===== src/rtl/mips_pkg.sv =====
// rtl/mips_pkg.sv - shared types and defaults for the memory access unit
package mips_pkg;

    typedef enum logic [1:0] {
        LM_WORD = 2'b00,
        LM_LBU  = 2'b01,
        LM_LB   = 2'b10
    } load_mode_t;

    typedef enum logic [1:0] {
        ST_IDLE = 2'b00,
        ST_BUS  = 2'b01,
        ST_RESP = 2'b10
    } mau_state_t;

    localparam int DEFAULT_TIMEOUT = 255;

endpackage


===== src/rtl/load_align.sv =====
// rtl/load_align.sv - little-endian byte lane select with zero/sign extension
module load_align
    import mips_pkg::*;
(
    input  logic [31:0] word,
    input  logic [1:0]  lane,
    input  logic [1:0]  mode,
    output logic [31:0] result
);

    logic [7:0] byte_sel;

    always_comb begin
        byte_sel = word[{lane, 3'b000} +: 8];
        // mode 11 is not a byte mode and falls through to the full word
        case (mode)
            LM_LBU:  result = {24'h000000, byte_sel};
            LM_LB:   result = {{24{byte_sel[7]}}, byte_sel};
            default: result = word;
        endcase
    end

endmodule


===== src/rtl/mem_access_unit.sv =====
// rtl/mem_access_unit.sv - single-outstanding load/store bus master with timeout
module mem_access_unit
    import mips_pkg::*;
#(
    parameter int TIMEOUT = DEFAULT_TIMEOUT
) (
    input  logic        clk,
    input  logic        reset,
    input  logic        req_valid,
    input  logic        req_write,
    input  logic [31:0] req_addr,
    input  logic [31:0] req_wdata,
    input  logic [1:0]  req_lb,
    output logic        busy,
    output logic        rsp_valid,
    output logic [31:0] rsp_data,
    output logic        rsp_err,
    output logic        mem_req,
    output logic        mem_we,
    output logic [31:0] mem_addr,
    output logic [31:0] mem_wdata,
    input  logic [31:0] mem_rdata,
    input  logic        mem_ack
);

    localparam logic [7:0] TIMEOUT_CNT = 8'(TIMEOUT);

    mau_state_t  state, next_state;
    logic        write_q;
    logic [31:0] addr_q;
    logic [31:0] wdata_q;
    logic [1:0]  lb_q;
    logic [7:0]  wait_cnt;
    logic [31:0] aligned_data;
    logic        misaligned_in;
    logic        timed_out;

    // byte modes may use any lane; only word-width accesses need alignment
    assign misaligned_in = (req_addr[1:0] != 2'b00) && (req_lb != LM_LBU) && (req_lb != LM_LB);
    assign timed_out     = (wait_cnt == TIMEOUT_CNT);

    load_align u_load_align (
        .word   (mem_rdata),
        .lane   (addr_q[1:0]),
        .mode   (lb_q),
        .result (aligned_data)
    );

    always_ff @(posedge clk or posedge reset) begin
        if (reset) state <= ST_IDLE;
        else       state <= next_state;
    end

    always_comb begin
        next_state = state;
        case (state)
            ST_IDLE: if (req_valid) next_state = misaligned_in ? ST_RESP : ST_BUS;
            ST_BUS:  if (mem_ack || timed_out) next_state = ST_RESP;
            ST_RESP: next_state = ST_IDLE;
            default: next_state = ST_IDLE;
        endcase
    end

    always_ff @(posedge clk or posedge reset) begin
        if (reset) begin
            write_q  <= 1'b0;
            addr_q   <= '0;
            wdata_q  <= '0;
            lb_q     <= '0;
            wait_cnt <= '0;
            rsp_data <= '0;
            rsp_err  <= 1'b0;
        end else begin
            case (state)
                ST_IDLE: begin
                    if (req_valid) begin
                        write_q  <= req_write;
                        addr_q   <= req_addr;
                        wdata_q  <= req_wdata;
                        lb_q     <= req_lb;
                        wait_cnt <= '0;
                        if (misaligned_in) begin
                            rsp_err  <= 1'b1;
                            rsp_data <= '0;
                        end
                    end
                end
                ST_BUS: begin
                    // an ack arriving in the final wait cycle still wins over timeout
                    if (mem_ack) begin
                        rsp_err  <= 1'b0;
                        rsp_data <= write_q ? 32'h0 : aligned_data;
                    end else if (timed_out) begin
                        rsp_err  <= 1'b1;
                        rsp_data <= '0;
                    end else begin
                        wait_cnt <= wait_cnt + 8'd1;
                    end
                end
                default: ;
            endcase
        end
    end

    assign busy      = (state != ST_IDLE);
    assign rsp_valid = (state == ST_RESP);
    assign mem_req   = (state == ST_BUS);
    assign mem_we    = (state == ST_BUS) && write_q;
    assign mem_addr  = {addr_q[31:2], 2'b00};
    assign mem_wdata = wdata_q;

endmodule


===== config.mk =====
export PLATFORM = sky130hd
export DESIGN_NAME = mem_access_unit
export DESIGN_NICKNAME = d
export VERILOG_FILES = /design/src/rtl/mips_pkg.sv /design/src/rtl/load_align.sv /design/src/rtl/mem_access_unit.sv
export SDC_FILE = /design/constraint.sdc
export NUM_CORES = 1
export LEC_CHECK = 0
export ABC_AREA = 0
export CAP_MARGIN = 10
export CORE_ASPECT_RATIO = 0.6
export CORE_MARGIN = 1
export CORE_UTILIZATION = 46
export CTS_CLUSTER_DIAMETER = 200
export DETAILED_ROUTE_END_ITERATION = 16
export PLACE_DENSITY = 0.85
export SYNTH_ARGS = -nofsm -noshare
export SYNTH_HDL_FRONTEND = slang
export SYNTH_SLANG_ARGS = --single-unit

===== constraint.sdc =====
create_clock -name clk -period 6.3 [get_ports clk]
set_input_delay 1.26 -clock clk [delete_from_list [all_inputs] [get_ports clk]]
set_output_delay 1.26 -clock clk [all_outputs]
set_load 0.02 [all_outputs]

==> results_tabular.tex, run 1 <==
\begin{tabular}{lr}
\hline
Metric & Value \\
\hline
\multicolumn{2}{l}{\textbf{Outcome}} \\
\quad Result of the run & finished, final reports clean \\
\multicolumn{2}{l}{\textbf{Timing}} \\
\quad Fin. max-slew vios & 0 \\
\quad Worst Hold Slack & 0.469 ns \\
\quad Number of endpoints failing setup at the final stage & 0 \\
\quad Measured slew at the worst slew-check pin & 0.836 ns \\
\quad Total negative setup slack & 0 ns \\
\quad Clock Skews & 0.0115 ns \\
\quad Fraction of the cycle the final worst path needs & 56.8\% \\
\quad Minimum period implied by the final worst setup slack & 3.58 ns \\
\quad Max-slew headroom & 44.2\% \\
\quad Unrepaired setup endpoints after global routing & false \\
\quad Hold violation total from the final report & 0 \\
\quad Highest clock rate & 279 MHz \\
\multicolumn{2}{l}{\textbf{Clock network}} \\
\quad Worst-case clock buffer depth & 2 \\
\quad Hold buffer count at cts & 0 \\
\quad Clock tree from TritonCTS & done \\
\quad Number of setup buffers added after CTS & 0 \\
\quad Clock-pin slew reported for the worst setup and hold paths after clock tree synthesis & 0.07 ns \\
\quad Number of sinks handled by clock tree synthesis & 110 \\
\quad Clock latency on the worst-skew pair & 0.35 ns \\
\quad Post-CTS Resized & 0 \\
\quad CTS Root Cell & sky130\_fd\_sc\_hd\_\_clkbuf\_16 \\
\quad Number of CTS-inserted buffers & 9 \\
\quad CTS H-tree lvls & 3 \\
\multicolumn{2}{l}{\textbf{Setup path}} \\
\quad Data required, critical path & 5.04 ns \\
\quad Launching element type of the critical path & flop \\
\quad Delay contributed by the slowest stage of the critical path & 0.70 ns \\
\quad Critical path type & reg -> out \\
\quad Crit path cell chain & nor2b\_1 -> and2\_1 -> clkdlybuf4s50\_1 \\
\quad Cell type of the slowest stage on the worst timing path & sky130\_fd\_sc\_hd\_\_nor2b\_1 \\
\quad Largest fanout of any net on the critical path & 7 \\
\quad Kind of end point of the critical path & output pin \\
\quad Endpoint arrival time on the critical path & 2.32 ns \\
\multicolumn{2}{l}{\textbf{Floorplanning}} \\
\quad Horiz. Die Dim & 135 microns \\
\quad Core Region & 10,100 sq um \\
\quad Total die area & 11,100 sq um \\
\quad I/O pin total & 204 \\
\quad Standard-cell row count & 28 \\
\quad Starting density of the core & 48.6\% \\
\quad Vert. Die Dim & 82.1 microns \\
\multicolumn{2}{l}{\textbf{Power and ir drop}} \\
\quad Overall power & 3.66 mW \\
\quad Worst VDD drop & 0.285 mV \\
\quad Pint & 2.21 mW \\
\quad Sequential fraction of design power & 33.9\% \\
\quad Switching fraction of total power & 39.5\% \\
\quad Fraction of power consumed by the clock network & 16.5\% \\
\quad Logic gate share of total power & 49.6\% \\
\quad Switching pwr & 1.45 mW \\
\quad Areal power density over the cells & 516 nW/um\^{}2 \\
\quad Lkg Pwr & 3.33 nW \\
\multicolumn{2}{l}{\textbf{Global routing}} \\
\quad Overall Global Routing Usage & 24.4\% \\
\quad Largest net degree at the start of global routing & 74 \\
\quad Antenna violations before repair & 0 \\
\quad Global-route congestion overflow total & 0 \\
\quad Wire length of the first global-routing pass & 20,500 microns \\
\quad Vias in the first global route & 4,006 \\
\multicolumn{2}{l}{\textbf{Synthesis}} \\
\quad Mean instance size in the synthesized netlist & 9.83 sq um \\
\quad Post-synth ARST share & 100\% \\
\quad Number of synthesized flops with an enable pin & 0 \\
\quad Flops \& latches, synth & 110 \\
\quad Post-synthesis cell count & 500 \\
\quad Number of distinct library cell variants in the gate-level netlist after synthesis & 44 \\
\quad Yosys warning total & 0 \\
\quad Sequential element share of the synthesized area & 56.0\% \\
\quad Most used flip-flop cell after synthesis & sky130\_fd\_sc\_hd\_\_dfrtp\_1 \\
\quad Post-synthesis cell area & 4920 sq um \\
\multicolumn{2}{l}{\textbf{Job}} \\
\quad Max Cap Viol & 0 \\
\multicolumn{2}{l}{\textbf{Placed design}} \\
\quad Dpl hpwl & 9690 microns \\
\quad Cell count after placement & 782 \\
\quad Final estimated routing congestion in global placement & 0.870 \\
\quad Buffers added on ports & 201 \\
\multicolumn{2}{l}{\textbf{Final layout}} \\
\quad Final layout net count & 765 \\
\quad Footprint of the flip-flops and latches & 2750 sq um \\
\quad P\&R area growth vs syn & 44.2\% \\
\quad Multi-input logic area & 1740 sq um \\
\quad Most frequent cells in the layout & 206 x sky130\_fd\_sc\_hd\_\_nand2\_1, 201 x sky130\_fd\_sc\_hd\_\_clkdlybuf4s50\_1, 110 x sky130\_fd\_sc\_hd\_\_dfrtp\_1, 19 x sky130\_fd\_sc\_hd\_\_a221o\_2, 16 x sky130\_fd\_sc\_hd\_\_a21oi\_1 \\
\quad FILL cells & 747 \\
\quad Ratio of cells with drive above 1 in the final layout & 7.53\% \\
\quad Final Util & 70.0\% \\
\quad Leading cell type in the layout, fill and taps excluded & sky130\_fd\_sc\_hd\_\_nand2\_1 \\
\quad Diodes inserted & 0 \\
\quad Post-route insts no fill & 799 \\
\multicolumn{2}{l}{\textbf{Route}} \\
\quad Initial drt markers & 264 \\
\quad Detail-routed via count per cell & 5.26 \\
\quad Antenna Violating Nets Remaining & 0 \\
\quad DRC & 0 \\
\quad Router iterations before antenna repair & 6 \\
\quad Detailed Route WL & 13,500 microns \\
\quad Routed WL per cell & 16.8 microns \\
\quad Total vias in the final route & 4,199 \\
\multicolumn{2}{l}{\textbf{Min path}} \\
\quad Hold Crit Class & reg -> reg \\
\hline
\end{tabular}
==> final timing paths <==
path                       startpoint  cells after the start  slack [ns]           to
min                        addr_q[24]                      2        0.47   addr_q[24]
min reg2reg                addr_q[24]                      2        0.47   addr_q[24]
max                          state[0]                      3        2.72       mem_we
max reg2reg                  state[0]                      6        3.68      rsp_err
max in group asynchronous       reset                      3        3.72  wait_cnt[5]
min in group asynchronous       reset                      2        1.35    addr_q[3]
==> cells in the mapped netlist, drive strengths merged, types with 2 or more instances <==
| library cell | n | area share [%] |
|---|---|---|
| inv | 12 | 0.92 |
| ha | 3 | 0.76 |
| nor2 | 4 | 0.31 |
| a21oi | 16 | 1.6 |
| o31ai | 3 | 0.46 |
| o211ai | 4 | 0.89 |
| nand3 | 4 | 0.41 |
| o32ai | 6 | 1.1 |
| a221o | 24 | 5.4 |
| o21ai | 6 | 0.69 |
| or4 | 2 | 0.31 |
| nor3 | 2 | 0.20 |
| mux2i | 9 | 1.8 |
| nor2b | 2 | 0.25 |
| nand2 | 206 | 16 |
| dfrtp | 110 | 56 |
| or2 | 2 | 0.25 |
| buf | 41 | 6.5 |
| clkbuf | 19 | 1.5 |
| a221oi | 6 | 1.1 |
==> state kept, by name, summed over array words and instances (netlist names) <==
signal     count
addr_q        32
write_q        1
lb_q           2
state          2
rsp_err        1
rsp_data      32
wait_cnt       8
mem_wdata     32
==> metal layers <==
metal / vias up / wire length, microns / GRT usage (%)
met5: - / 0 / 0
met4: 0 / 146 / 6.07
met3: 17 / 1390 / 9.07
met2: 199 / 6140 / 37.7
met1: 2025 / 5780 / 32.6
li1: 1958 / - / -
==> cell families after synthesis <==
group                      Yosys count  synth area share, %
DFF                                110                 56.0
muxes                               11                 2.60
buffers and inverters               73                 8.93
other                                1               0.0763
and+or+nand+nor                    230                 19.3
adders and majority gates            3                0.764
AOI/OAI and AO/OA                   71                 12.2
xor gates and xnor gates             1                0.178
==> power by group through the flow <==
stage          registers [mW]  logic [mW]  clock network (mW)
6_report                 1.24        1.82               0.603
5_1_grt                  1.28        1.96               0.641
4_1_cts                  1.24        1.82               0.616
3_5_place_dp             1.24        1.81                   0
3_3_place_gp             1.23        1.77                   0
2_1_floorplan            1.41       0.925                   0
==> per-stage QoR <==
step | setup slack (ns) | instance area (sq um)
after global routing | 2.59 | 7090
after CTS | 2.75 | 7080
after floorplan | 2.14 | 4920
after detailed placement | 2.73 | 6760
final | 2.72 | 7090
after global placement | 2.82 | 6760
==> area by class of cell <==
type                    instances  area share, %
repair buffers                207           29.1
inverters                      13          0.724
flip-flops and latches        110           38.8
clock buffers                  13           3.53
clock inverters                 3          0.953
multi-input cells             318           24.5
well taps                     135           2.38
==> critical path: cells and delay by family (launching register included) <==
kind | cells | cell delay [ns]
flops | 1 | 0.43
simple gates | 2 | 0.92
buf+inv | 1 | 0.62
Power figures use the tool's default switching activity.
==> run 2, diff against run 1 <==
--- a/config.mk
+++ b/config.mk
@@ -9,10 +9,10 @@
 export CAP_MARGIN = 10
 export CORE_ASPECT_RATIO = 0.6
 export CORE_MARGIN = 1
-export CORE_UTILIZATION = 46
+export CORE_UTILIZATION = 39
 export CTS_CLUSTER_DIAMETER = 200
 export DETAILED_ROUTE_END_ITERATION = 16
-export PLACE_DENSITY = 0.85
+export PLACE_DENSITY = 0.77
 export SYNTH_ARGS = -nofsm -noshare
 export SYNTH_HDL_FRONTEND = slang
 export SYNTH_SLANG_ARGS = --single-unit
==> constraint.sdc (replaced) <==
create_clock -name clk -period 3.1 [get_ports clk]
set_input_delay 0.62 -clock clk [delete_from_list [all_inputs] [get_ports clk]]
set_output_delay 0.62 -clock clk [all_outputs]
set_load 0.02 [all_outputs]
==> run 2 against run 1 <==
Setup slack got worse by 2.2 ns. Sequential cell count unchanged. Critical path type unchanged. Non-clock buffer count rose by 4. Sequential share of layout area is 0.31 points lower. Highest routed layer unchanged.
==> results_tabular.tex, run 2 (synthesized netlist as in run 1, its figures left out) <==
\begin{tabular}{lr}
\hline
Metric & Value \\
\hline
\multicolumn{2}{l}{\textbf{Setup path}} \\
\quad R2R Path End & rsp\_data[5] \\
\quad Register-to-Register Setup Slack & 0.79 ns \\
\quad Data required, critical path & 2.48 ns \\
\quad Launching element type of the critical path & flop \\
\quad Worst r2r src & state[0] \\
\quad Depth of the most critical reg-to-reg path & 7 \\
\quad Largest fanout of any net on the critical path & 5 \\
\quad Endpoint arrival time on the critical path & 2.00 ns \\
\quad Kind of end point of the critical path & output pin \\
\quad Critical path type & reg -> out \\
\multicolumn{2}{l}{\textbf{Power and ir drop}} \\
\quad Overall power & 7.34 mW \\
\quad Switching pwr & 2.98 mW \\
\quad Sequential fraction of design power & 33.8\% \\
\quad Pint & 4.36 mW \\
\quad Switching fraction of total power & 40.6\% \\
\quad Areal power density over the cells & 1030 nW/um\^{}2 \\
\quad Worst VDD drop & 0.416 mV \\
\quad Logic gate share of total power & 51.2\% \\
\quad Fraction of power consumed by the clock network & 15.0\% \\
\quad Lkg Pwr & 3.34 nW \\
\multicolumn{2}{l}{\textbf{Route}} \\
\quad Router iterations before antenna repair & 5 \\
\quad DRC & 0 \\
\quad Detail-routed via count per cell & 5.02 \\
\quad Total vias in the final route & 4,176 \\
\quad Initial drt markers & 260 \\
\quad Antenna Violating Nets Remaining & 0 \\
\quad Detailed Route WL & 13,400 microns \\
\quad Routed WL per cell & 16.1 microns \\
\multicolumn{2}{l}{\textbf{Clock network}} \\
\quad Worst-case clock buffer depth & 2 \\
\quad Clock tree from TritonCTS & done \\
\quad Number of sinks handled by clock tree synthesis & 110 \\
\quad Number of setup buffers added after CTS & 0 \\
\quad Clock latency on the worst-skew pair & 0.34 ns \\
\quad CTS Root Cell & sky130\_fd\_sc\_hd\_\_clkbuf\_16 \\
\quad Number of CTS-inserted buffers & 9 \\
\quad CTS H-tree lvls & 3 \\
\quad Clock-pin slew reported for the worst setup and hold paths after clock tree synthesis & 0.08 ns \\
\quad Hold buffer count at cts & 0 \\
\quad Post-CTS Resized & 0 \\
\multicolumn{2}{l}{\textbf{Global routing}} \\
\quad Overall Global Routing Usage & 21.1\% \\
\quad Global-route congestion overflow total & 0 \\
\quad Largest net degree at the start of global routing & 65 \\
\quad Vias in the first global route & 4,197 \\
\quad Wire length of the first global-routing pass & 21,600 microns \\
\quad Antenna violations before repair & 0 \\
\multicolumn{2}{l}{\textbf{Job}} \\
\quad Max Cap Viol & 0 \\
\multicolumn{2}{l}{\textbf{Timing}} \\
\quad Highest clock rate & 381 MHz \\
\quad Measured slew at the worst slew-check pin & 0.728 ns \\
\quad Fin. max-slew vios & 0 \\
\quad Hold violation total from the final report & 0 \\
\quad Max-slew headroom & 51.5\% \\
\quad Clock Skews & 0.00985 ns \\
\quad Minimum period implied by the final worst setup slack & 2.62 ns \\
\quad Number of endpoints failing setup at the final stage & 0 \\
\quad Total negative setup slack & 0 ns \\
\quad Unrepaired setup endpoints after global routing & false \\
\quad Fraction of the cycle the final worst path needs & 84.6\% \\
\multicolumn{2}{l}{\textbf{Floorplanning}} \\
\quad Horiz. Die Dim & 147 microns \\
\quad Starting density of the core & 40.4\% \\
\quad Vert. Die Dim & 89.0 microns \\
\quad Total die area & 13,100 sq um \\
\quad Core Region & 12,200 sq um \\
\quad Standard-cell row count & 31 \\
\quad I/O pin total & 204 \\
\multicolumn{2}{l}{\textbf{Final layout}} \\
\quad Leading cell type in the layout, fill and taps excluded & sky130\_fd\_sc\_hd\_\_nand2\_1 \\
\quad Most frequent cells in the layout & 206 x sky130\_fd\_sc\_hd\_\_nand2\_1, 201 x sky130\_fd\_sc\_hd\_\_clkdlybuf4s50\_1, 110 x sky130\_fd\_sc\_hd\_\_dfrtp\_1, 19 x sky130\_fd\_sc\_hd\_\_a221o\_2, 16 x sky130\_fd\_sc\_hd\_\_a21oi\_1 \\
\quad P\&R area growth vs syn & 45.3\% \\
\quad Ratio of cells with drive above 1 in the final layout & 8.40\% \\
\quad Final layout net count & 769 \\
\quad Diodes inserted & 0 \\
\multicolumn{2}{l}{\textbf{Placed design}} \\
\quad Buffers added on ports & 201 \\
\quad Final estimated routing congestion in global placement & 0.862 \\
\quad Dpl hpwl & 9660 microns \\
\multicolumn{2}{l}{\textbf{Min path}} \\
\quad Hold Crit Class & reg -> reg \\
\quad Worst Hold Launch & mem\_wdata[9] \\
\quad Hold Path Cell Cnt & 2 \\
\quad Endpoint with the worst hold slack & mem\_wdata[9] \\
\multicolumn{2}{l}{\textbf{Outcome}} \\
\quad Result of the run & finished, final reports clean \\
\hline
\end{tabular}
## run 2: per-stage QoR
stage | setup slack (ns) | hold slack (ns) | cell area [sq um] | std cells | utilization [%]
final | 0.476 | 0.474 | 7140 | 832 | 58.7
after global routing | 0.302 | 0.497 | 7140 | 832 | 58.7
after CTS | 0.450 | 0.480 | 7140 | 832 | 58.7
after detailed placement | 0.536 | 0.462 | 6860 | 817 | 56.3
after global placement | 0.547 | 0.457 | 6860 | 817 | 56.3
after floorplan | 1.15 | 0.447 | 4920 | 501 | -
## run 2: critical path: stages (launching register included)
cell	delay (ns)
sky130_fd_sc_hd__dfrtp_1	0.44
sky130_fd_sc_hd__nor2b_1	0.39
sky130_fd_sc_hd__and2_1	0.23
sky130_fd_sc_hd__clkdlybuf4s50_1	0.61
## run 2: final cells by class
class / instances / area (sq um)
clock inverter: 5 / 45.0
timing repair buffer: 211 / 2110
sequential: 110 / 2750
fill: 1023 / 5040
clock buffer: 10 / 239
inverter: 13 / 52.6
multi-input combinational: 318 / 1740
tap: 165 / 206
## run 2: how the worst max path moves through the flow
stage	start	to	slack [ns]	depth (start not counted)
finish	state[0]	mem_we	0.48	3
global route	state[0]	mem_we	0.30	3
CTS	state[0]	mem_we	0.45	3
detailed placement	req_valid	wait_cnt[5]	0.54	6
global placement	req_lb[1]	rsp_err	0.55	7
floorplan	reset	addr_q[0]	1.15	1
## run 2: power by group through the flow
| stage | Combinational (mW) | Clock, mW | Sequential [mW] |
|---|---|---|---|
| 4_1_cts | 3.77 | 1.13 | 2.49 |
| 2_1_floorplan | 1.88 | 0 | 2.88 |
| 5_1_grt | 4.04 | 1.20 | 2.57 |
| 3_3_place_gp | 3.69 | 0 | 2.46 |
| 6_report | 3.76 | 1.10 | 2.48 |
| 3_5_place_dp | 3.76 | 0 | 2.49 |
## run 2: routing by layer
layer,share of wire (%),vias up,GRT usage (%)
li1,-,1955,-
met3,9.2,16,7.14
met4,1.3,0,5.15
met1,45,2012,29.4
met2,45,193,31.9
met5,0,-,0
==> run 3, diff against run 2 <==
==> constraint.sdc (replaced) <==
create_clock -name clk -period 2.12 [get_ports clk]
set_input_delay 0.424 -clock clk [delete_from_list [all_inputs] [get_ports clk]]
set_output_delay 0.424 -clock clk [all_outputs]
set_load 0.02 [all_outputs]
==> run 3 against run 2 <==
Register-to-register slack worse by 0.50 ns. Final cell count up 1.1%. Sequential share of layout area decreased by 0.49 points. Highest routed layer unchanged. Non-clock buffer count up 9. Clock skew rose by 0.0034 ns. Sequential power increased by 46%. Largest power group unchanged.
==> results_tabular.tex, run 3 (synthesized netlist as in run 1, its figures left out) <==
\begin{tabular}{lr}
\hline
Metric & Value \\
\hline
\multicolumn{2}{l}{\textbf{Outcome}} \\
\quad Result of the run & finished, final reports clean \\
\multicolumn{2}{l}{\textbf{Placed design}} \\
\quad Final estimated routing congestion in global placement & 0.844 \\
\quad Cell count after placement & 826 \\
\quad Pre-CTS setup slack & 0.0297 ns \\
\quad Dpl hpwl & 9990 microns \\
\quad Area after DPL & 6950 sq um \\
\quad Buffers added on ports & 201 \\
\multicolumn{2}{l}{\textbf{Min path}} \\
\quad Hold Crit Class & in -> async \\
\multicolumn{2}{l}{\textbf{Global routing}} \\
\quad Overall Global Routing Usage & 21.0\% \\
\quad Wire length of the first global-routing pass & 21,300 microns \\
\quad Largest net degree at the start of global routing & 45 \\
\quad Vias in the first global route & 4,006 \\
\quad Global-route congestion overflow total & 0 \\
\quad Antenna violations before repair & 0 \\
\multicolumn{2}{l}{\textbf{Power and ir drop}} \\
\quad Fraction of power consumed by the clock network & 14.9\% \\
\quad Pint & 6.48 mW \\
\quad Lkg Pwr & 3.42 nW \\
\quad Logic gate share of total power & 51.6\% \\
\quad Areal power density over the cells & 1500 nW/um\^{}2 \\
\quad Switching fraction of total power & 40.2\% \\
\quad Switching pwr & 4.36 mW \\
\quad Worst VDD drop & 0.718 mV \\
\quad Overall power & 10.8 mW \\
\quad Sequential fraction of design power & 33.5\% \\
\multicolumn{2}{l}{\textbf{Route}} \\
\quad Total vias in the final route & 4,166 \\
\quad Total length of routed met3 wires & 959 microns \\
\quad Antenna Violating Nets Remaining & 0 \\
\quad Router iterations before antenna repair & 4 \\
\quad DRC & 0 \\
\quad Routed WL per cell & 16.0 microns \\
\quad Met2 layer wire length in the routed design & 6130 microns \\
\quad Max layer used & met4 \\
\quad Detailed Route WL & 13,400 microns \\
\quad Initial drt markers & 223 \\
\quad Detail-routed via count per cell & 4.95 \\
\quad M1 wire length & 6290 microns \\
\multicolumn{2}{l}{\textbf{Final layout}} \\
\quad Ratio of cells with drive above 1 in the final layout & 9.62\% \\
\quad Diodes inserted & 0 \\
\quad Leading cell type in the layout, fill and taps excluded & sky130\_fd\_sc\_hd\_\_nand2\_1 \\
\quad Most frequent cells in the layout & 206 x sky130\_fd\_sc\_hd\_\_nand2\_1, 197 x sky130\_fd\_sc\_hd\_\_clkdlybuf4s50\_1, 110 x sky130\_fd\_sc\_hd\_\_dfrtp\_1, 19 x sky130\_fd\_sc\_hd\_\_a221o\_2, 16 x sky130\_fd\_sc\_hd\_\_a21oi\_1 \\
\quad Post-route insts no fill & 841 \\
\quad P\&R area growth vs syn & 47.2\% \\
\quad Final layout net count & 778 \\
\quad Area of all placed cells without fillers & 7240 sq um \\
\multicolumn{2}{l}{\textbf{Floorplanning}} \\
\quad Total die area & 13,100 sq um \\
\quad Vert. Die Dim & 89.0 microns \\
\quad Horiz. Die Dim & 147 microns \\
\quad Core Region & 12,200 sq um \\
\quad Standard-cell row count & 31 \\
\quad I/O pin total & 204 \\
\quad Starting density of the core & 40.4\% \\
\multicolumn{2}{l}{\textbf{Clock network}} \\
\quad Clock-pin slew reported for the worst setup and hold paths after clock tree synthesis & 0.07 ns \\
\quad CTS H-tree lvls & 3 \\
\quad Number of sinks handled by clock tree synthesis & 110 \\
\quad Hold buffer count at cts & 0 \\
\quad Worst-case clock buffer depth & 2 \\
\quad Clock latency on the worst-skew pair & 0.34 ns \\
\quad CTS Root Cell & sky130\_fd\_sc\_hd\_\_clkbuf\_16 \\
\quad Number of CTS-inserted buffers & 9 \\
\quad Clock tree from TritonCTS & done \\
\multicolumn{2}{l}{\textbf{Timing}} \\
\quad Highest clock rate & 518 MHz \\
\quad Final worst-path setup slack & 0.189 ns \\
\quad Measured slew at the worst slew-check pin & 0.601 ns \\
\quad Minimum period implied by the final worst setup slack & 1.93 ns \\
\quad Fraction of the cycle the final worst path needs & 91.1\% \\
\quad Max-slew headroom & 59.8\% \\
\quad Fin. max-slew vios & 0 \\
\quad Unrepaired setup endpoints after global routing & false \\
\quad Clock Skews & 0.0132 ns \\
\quad Number of endpoints failing setup at the final stage & 0 \\
\quad Total negative setup slack & 0 ns \\
\quad Hold violation total from the final report & 0 \\
\multicolumn{2}{l}{\textbf{Setup path}} \\
\quad Critical path type & reg -> out \\
\quad Cell type of the slowest stage on the worst timing path & sky130\_fd\_sc\_hd\_\_dfrtp\_1 \\
\quad Endpoint arrival time on the critical path & 1.51 ns \\
\quad Data required, critical path & 1.70 ns \\
\quad Largest fanout of any net on the critical path & 4 \\
\quad Delay contributed by the slowest stage of the critical path & 0.39 ns \\
\quad Crit path cell chain & buf\_4 -> or2\_2 -> dlygate4sd2\_1 \\
\quad Kind of end point of the critical path & output pin \\
\quad Launching element type of the critical path & flop \\
\multicolumn{2}{l}{\textbf{Job}} \\
\quad Max Cap Viol & 0 \\
\hline
\end{tabular}
run 3: changes by cell type in the layout (fill, tap and decap cells not counted), sizes merged:
| cell | delta |
|---|---|
| clkbuf | +1 |
| dlymetal6s2s | +1 |
| clkinvlp | +1 |
| clkinv | -1 |
| buf | +9 |
| inv | -1 |
| clkdlybuf4s50 | -4 |
| dlygate4sd2 | +3 |
run 3: layout make-up:
| class | count | area, sq um |
|---|---|---|
| flip-flops and latches | 110 | 2750 |
| fillers | 1040 | 4940 |
| repair buffers | 220 | 2200 |
| inverters | 13 | 52.6 |
| clock inverters | 4 | 32.5 |
| multi-input cells | 318 | 1740 |
| clock buffers | 11 | 253 |
| well taps | 165 | 206 |
run 3: worst paths after layout:
kind,endpoint,start,depth (start not counted),slack [ns]
max reg2reg,rsp_data[30],addr_q[1],5,0.29
min,mem_wdata[21],reset,2,0.41
min in group clk,mem_wdata[9],mem_wdata[9],2,0.47
min reg2reg,mem_wdata[9],mem_wdata[9],2,0.47
max in group asynchronous,addr_q[17],reset,3,1.16
max,busy,state[0],3,0.19
run 3: timing repair:
action,CTS,global route
buffers inserted,0,0
setup endpoints to repair,3,1
resized for setup,3,1
pin swaps,0,0
run 3: stage by stage:
step / hold WS (ns) / util, %
2_1_floorplan: 0.447 / -
3_3_place_gp: 0.456 / 57.1
3_5_place_dp: 0.462 / 57.1
4_1_cts: 0.402 / 59.4
5_1_grt: 0.428 / 59.4
6_report: 0.410 / 59.4
run 3: worst max-delay path: cells and delay by family, from the launching register on:
kind                   cells  cell delay, ns
buffers and inverters      2            0.49
flip-flops                 1            0.39
AND/OR/NAND/NOR            1            0.28
run 3: power by group through the flow:
stage	logic, mW	registers, mW	clock network [mW]
after floorplan	2.75	4.20	0
after global placement	5.51	3.60	0
after detailed placement	5.63	3.66	0
after CTS	5.63	3.64	1.66
after global routing	6.02	3.76	1.75
final	5.60	3.63	1.61
run 3: per-layer routing:
metal	vias to the layer above	GRT usage, %
met5	-	0
met4	0	5.06
met3	6	6.63
met2	157	32.0
met1	2030	29.4
li1	1973	-
